**config.mk**
```make
export PLATFORM = sky130hd
export DESIGN_NAME = rc4_prga
export DESIGN_NICKNAME = d
export VERILOG_FILES = /design/src/rtl/rc4_pkg.sv /design/src/rtl/rc4_char_check.sv /design/src/rtl/rc4_prga.sv
export SDC_FILE = /design/constraint.sdc
export NUM_CORES = 1
export LEC_CHECK = 0
export BUFFER_PORTS_ARGS = -buffer_cell sky130_fd_sc_hd__buf_2
export CORE_ASPECT_RATIO = 0.7
export CORE_MARGIN = 2
export CORE_UTILIZATION = 60
export CTS_CLUSTER_SIZE = 20
export DETAILED_ROUTE_END_ITERATION = 12
export MAX_ROUTING_LAYER = met4
export PLACE_DENSITY = 0.84
export SYNTH_ARGS = -nofsm -noshare
export SYNTH_HDL_FRONTEND = slang
export SYNTH_SLANG_ARGS = --single-unit
```
**constraint.sdc**
```tcl
create_clock -name clk -period 6.59 [get_ports clk]
set_clock_uncertainty 0.05 [all_clocks]
set_input_delay 0.659 -clock clk [delete_from_list [all_inputs] [get_ports clk]]
set_output_delay 0.659 -clock clk [all_outputs]
set_load 0.1 [all_outputs]
```
**src/rtl/rc4_pkg.sv**
```systemverilog
// Shared definitions for the RC4 keystream/decrypt stage and the key-search logic around it.
package rc4_pkg;

  localparam int MSG_LEN_DEF = 32;

  localparam logic [7:0] CHAR_LO = 8'h61;
  localparam logic [7:0] CHAR_HI = 8'h7A;
  localparam logic [7:0] CHAR_SP = 8'h20;

  typedef enum logic [3:0] {
    ST_IDLE  = 4'd0,
    ST_RD_I  = 4'd1,
    ST_WT_I  = 4'd2,
    ST_CAP_I = 4'd3,
    ST_RD_J  = 4'd4,
    ST_WT_J  = 4'd5,
    ST_CAP_J = 4'd6,
    ST_WR_I  = 4'd7,
    ST_WR_J  = 4'd8,
    ST_RD_F  = 4'd9,
    ST_WT_F  = 4'd10,
    ST_CAP_F = 4'd11,
    ST_WR_D  = 4'd12,
    ST_NEXT  = 4'd13,
    ST_DONE  = 4'd14
  } rc4_state_e;

endpackage

```
**src/rtl/rc4_char_check.sv**
```systemverilog
// Plaintext byte filter: lowercase ASCII letter or space counts as plausible text.
module rc4_char_check
  import rc4_pkg::*;
(
  input  logic [7:0] ch,
  output logic       valid
);

  always_comb begin
    valid = ((ch >= CHAR_LO) && (ch <= CHAR_HI)) || (ch == CHAR_SP);
  end

endmodule

```
**src/rtl/rc4_prga.sv**
```systemverilog
// RC4 PRGA: walks the permuted S memory, XORs the keystream with the encrypted ROM,
// writes plaintext to RAM and aborts early on the first non-text byte.
module rc4_prga
  import rc4_pkg::*;
#(
  parameter int MSG_LEN = MSG_LEN_DEF,
  parameter int MSG_AW  = (MSG_LEN > 1) ? $clog2(MSG_LEN) : 1
) (
  input  logic              clk,
  input  logic              reset,
  input  logic              start,
  output logic              done,
  output logic              key_ok,
  output logic [7:0]        s_addr,
  output logic [7:0]        s_data,
  output logic              s_wren,
  input  logic [7:0]        s_q,
  output logic [MSG_AW-1:0] enc_addr,
  input  logic [7:0]        enc_q,
  output logic [MSG_AW-1:0] dec_addr,
  output logic [7:0]        dec_data,
  output logic              dec_wren
);

  localparam logic [MSG_AW-1:0] K_LAST = MSG_AW'(MSG_LEN - 1);

  rc4_state_e        state;
  logic [7:0]        i;
  logic [7:0]        j;
  logic [MSG_AW-1:0] k;
  logic [7:0]        si;
  logic [7:0]        sj;
  logic              bad;
  logic              byte_ok;

  rc4_char_check u_char_check (
    .ch    (dec_data),
    .valid (byte_ok)
  );

  // Swap operands are pure data: captured in CAP_I / CAP_J, never reset.
  always_ff @(posedge clk) begin
    if (state == ST_CAP_I) si <= s_q;
    if (state == ST_CAP_J) sj <= s_q;
  end

  // Outputs are loaded on the edge that enters the state they belong to.
  always_ff @(posedge clk) begin
    if (reset) begin
      state    <= ST_IDLE;
      i        <= '0;
      j        <= '0;
      k        <= '0;
      bad      <= 1'b0;
      done     <= 1'b0;
      key_ok   <= 1'b0;
      s_addr   <= '0;
      s_data   <= '0;
      s_wren   <= 1'b0;
      enc_addr <= '0;
      dec_addr <= '0;
      dec_data <= '0;
      dec_wren <= 1'b0;
    end else begin
      case (state)
        ST_IDLE: begin
          if (start) begin
            i      <= 8'd1;
            j      <= '0;
            k      <= '0;
            bad    <= 1'b0;
            key_ok <= 1'b0;
            s_addr <= 8'd1;
            state  <= ST_RD_I;
          end
        end
        ST_RD_I:  state <= ST_WT_I;
        ST_WT_I:  state <= ST_CAP_I;
        ST_CAP_I: begin
          j      <= j + s_q;
          s_addr <= j + s_q;
          state  <= ST_RD_J;
        end
        ST_RD_J:  state <= ST_WT_J;
        ST_WT_J:  state <= ST_CAP_J;
        ST_CAP_J: begin
          s_addr <= i;
          s_data <= s_q;
          s_wren <= 1'b1;
          state  <= ST_WR_I;
        end
        ST_WR_I: begin
          s_addr <= j;
          s_data <= si;
          state  <= ST_WR_J;
        end
        ST_WR_J: begin
          s_wren   <= 1'b0;
          s_addr   <= si + sj;
          enc_addr <= k;
          state    <= ST_RD_F;
        end
        ST_RD_F:  state <= ST_WT_F;
        ST_WT_F:  state <= ST_CAP_F;
        ST_CAP_F: begin
          // f and the cipher byte are only ever needed as their XOR, so that is what is kept.
          dec_addr <= k;
          dec_data <= s_q ^ enc_q;
          dec_wren <= 1'b1;
          state    <= ST_WR_D;
        end
        ST_WR_D: begin
          dec_wren <= 1'b0;
          bad      <= ~byte_ok;
          state    <= ST_NEXT;
        end
        ST_NEXT: begin
          k <= k + 1'b1;
          if ((k == K_LAST) || bad) begin
            done   <= 1'b1;
            key_ok <= ~bad;
            state  <= ST_DONE;
          end else begin
            i      <= i + 8'd1;
            s_addr <= i + 8'd1;
            state  <= ST_RD_I;
          end
        end
        ST_DONE: begin
          done  <= 1'b0;
          state <= ST_IDLE;
        end
        default: state <= ST_IDLE;
      endcase
    end
  end

endmodule

```
==> impl_summary.log <==
INFO  metric max_cap_viol_count = 0
INFO  metric drc_errors = 0
INFO  metric grt.total_usage = 0.300
INFO  metric first_pass_grt_wire_length = between 15000 and 20000 um
INFO  metric place.detailed.hpwl = around 7300 um
INFO  metric synth_async_sr_flop_share = 0
INFO  metric timing.critical_path.from_type = flip-flop
INFO  metric clk_path_buf_depth = 2
INFO  metric number_of_enable_type_register_cells_in_the_synthesized_netlist = 16
INFO  metric final_max_slew_viol_count = 0
INFO  metric hold_violations = 0
INFO  metric num_io_pins = 57
INFO  metric drt_pass1_iterations = 6
INFO  metric totalNegativeSetupSlack = 0 ps
INFO  metric power_leakage = around 0.0018 uW
INFO  metric viasPerCell = between 6 and 7
INFO  metric antenna_found_initial = 0
INFO  metric crit_path_end_kind = flip-flop
INFO  metric antenna_cells = 0
INFO  metric rsz0062_at_grt = false
INFO  metric setup-violations-final = 0
INFO  metric htree_levels = 3
INFO  metric placement.io_buffers = between 50 and 60
INFO  metric synth_top_flop_cell = sky130_fd_sc_hd__dfxtp_1
INFO  metric vias_in_the_first_global_route = approximately 3400
INFO  metric critical_path_class = flip-flop to flip-flop
INFO  metric worstPathRequired = 6790 ps
INFO  metric relSlewSlack = 0.219
INFO  metric std_cell_rows = 25
INFO  metric yosys-top-cells-count = sky130_fd_sc_hd__nor2_1 (65), sky130_fd_sc_hd__dfxtp_1 (64), sky130_fd_sc_hd__a21oi_1 (50)
INFO  metric post_cts.resized_instances = 0
INFO  metric numPlacedInstances = 591
INFO  metric clock_latency_on_the_worst_skew_pair = 360 ps
INFO  metric worst_slack_at_placement = around 3300 ps
INFO  metric final.fill_count = approximately 560
INFO  metric synth.distinct_cells = slightly above 50
INFO  metric status = complete, no violations
INFO  metric power_density = around 210 nW/um^2
INFO  metric initialDrtViolationCount = between 400 and 500
INFO  metric synthesis.nets = around 500
INFO  metric via_count = between 3000 and 4000
INFO  metric finish.net_count = around 550
INFO  metric synth_top_area_share = 0.311
INFO  metric cp_data_arrival_time = about 3600 ps
INFO  metric multi_input_area = 2200 um^2
INFO  metric gr-total-overflow = 0
INFO  metric worst_hold_path_type = flip-flop to flip-flop
INFO  metric numClockSinks = 80
INFO  metric cts_tree = done
INFO  metric fp.dieW = a little over 100 um
INFO  metric worstPathMaxFanout = 21
INFO  metric layout_cell_share_with_drive_strength_beyond_1 = 0.168
INFO  metric core_region_area = 6690 um^2
INFO  metric cts.clk_slew.worst_paths = 80 ps
INFO  metric cts_inserted_buffers = 9
INFO  metric largest_net_degree_at_the_start_of_global_routing = 63
INFO  metric avgSynthCellArea = between 8 and 9 um^2
INFO  metric cts_root_buf = sky130_fd_sc_hd__clkbuf_8
INFO  metric gp_congestion = ~0.96
INFO  metric final-seq-area = around 1800 um^2
INFO  metric final_util = 0.686
INFO  metric synth.most_common_cell = sky130_fd_sc_hd__nor2_1
INFO  metric die-height = 73.4 um
INFO  metric area_delta_synth_final = 11.3%
INFO  metric seq_area_frac_synth = 0.427
INFO  metric achievable-frequency = 293 MHz
INFO  metric synthDominantAreaCellType = sky130_fd_sc_hd__dfxtp_1
INFO  metric wl = ~11000 um
INFO  metric post_cts_buffers = 0
INFO  metric biggest_area_contributors_in_the_synthesized_netlist = sky130_fd_sc_hd__dfxtp_1 (31%), sky130_fd_sc_hd__edfxtp_1 (12%), sky130_fd_sc_hd__a21oi_1 (6.1%)
INFO  metric period_minus_slack = roughly 3400 ps
INFO  metric vdd.ir_drop.worst = 110 uV
INFO  metric finalCritPeriodShare = 0.518
INFO  metric mapped_area = just over 4000 um^2
INFO  metric initial_utilization = 0.616
INFO  metric synthesis.instances = between 400 and 500
INFO  metric cts_hold_repair.buffers = 0
INFO  metric design.die.area = about 7600 um^2
INFO  metric yosysWarningCount = 0
INFO  metric timing.final.ws_setup = around 3200 ps
INFO  metric antenna_left = 0
INFO  metric ys_ff_latch = 80
INFO  metric measured_slew_at_the_worst_slew_check_pin = around 1200 ps
INFO  metric final_cell_count_without_fillers = 607
INFO  metric wl_per_cell = ~17 um
==> cell families (layout without fill, tap and decap cells) <==
kind of cell | after synthesis | after routing | share of synthesized area
compound gates | 128 | 128 | 0.201
xor+xnor | 18 | 18 | 0.0382
fa+ha+maj | 19 | 19 | 0.0613
buf+inv | 35 | 84 | 0.0403
flops | 80 | 80 | 0.427
mux | 6 | 6 | 0.0146
simple gates | 178 | 178 | 0.217
==> state kept, by name, indices dropped and copies added, names as in the netlist <==
name,cells
i,8
dec_wren,1
j,8
sj,8
state,4
dec_data,8
dec_addr,5
done,1
s_addr,8
bad,1
s_wren,1
s_data,8
k,5
si,8
enc_addr,5
key_ok,1
==> per-layer routing <==
layer,track usage,share of wire,vias up
met3,0.0704,0.097,26
met5,-,0,-
met2,0.437,0.43,211
li1,-,-,1774
met1,0.429,0.46,1768
met4,0.0599,0.015,0
==> stage by stage <==
stage                     hold WS [ps]  power [uW]  cell area [um^2]
after floorplan                    403         590              4130
after detailed placement           402         614              4410
after global placement             389         612              4410
after global routing               424         991              4590
after CTS                          413         958              4590
final                              412         960              4590
==> power breakdown <==
| part | switching, uW | total, uW | internal (uW) |
|---|---|---|---|
| registers | 13.6 | 518 | 504 |
| logic | 61.4 | 87.9 | 26.6 |
| clock network | 180 | 354 | 174 |
==> layout make-up <==
type | count | share of cell area
Multi-Input combinational cell | 349 | 0.478
Sequential cell | 80 | 0.384
Timing Repair Buffer | 57 | 0.0627
Clock buffer | 10 | 0.0278
Tap cell | 94 | 0.0256
Clock inverter | 6 | 0.0131
Inverter | 11 | 0.00899
==> critical path, cell delays in order (launching register included) <==
cell and delay (ps):
sky130_fd_sc_hd__dfxtp_1 720, sky130_fd_sc_hd__nand3b_1 750, sky130_fd_sc_hd__nor2_1 1100, sky130_fd_sc_hd__o21ai_0 220
sky130_fd_sc_hd__o21ai_1 120, sky130_fd_sc_hd__a21oi_1 60, sky130_fd_sc_hd__a311oi_1 300
==> worst paths after layout <==
| check | from | endpoint | slack (ps) | cells past startpoint |
|---|---|---|---|---|
| worst max-delay path | state[2] | s_addr[3] | 3170 | 6 |
| worst min register to register | enc_addr[4] | enc_addr[4] | 410 | 2 |
| worst max register to register | state[2] | s_addr[3] | 3170 | 6 |
| worst min-delay path | enc_addr[4] | enc_addr[4] | 410 | 2 |
==> layout by cell type, fill, tap and decap left out, types with 6 or more instances in the layout <==
cell and n:
sky130_fd_sc_hd__a211oi_1 18, sky130_fd_sc_hd__a21oi_1 50, sky130_fd_sc_hd__a221oi_1 10, sky130_fd_sc_hd__and3_1 6, sky130_fd_sc_hd__buf_2 56, sky130_fd_sc_hd__clkbuf_8 9
sky130_fd_sc_hd__dfxtp_1 64, sky130_fd_sc_hd__edfxtp_1 16, sky130_fd_sc_hd__ha_1 17, sky130_fd_sc_hd__inv_1 11, sky130_fd_sc_hd__mux2i_1 6, sky130_fd_sc_hd__nand2_1 37
sky130_fd_sc_hd__nand2b_1 8, sky130_fd_sc_hd__nand3_1 17, sky130_fd_sc_hd__nor2_1 65, sky130_fd_sc_hd__nor3_1 12, sky130_fd_sc_hd__nor3b_1 8, sky130_fd_sc_hd__o21ai_0 21
sky130_fd_sc_hd__xnor2_1 13
(Power assumes the default switching activity.)
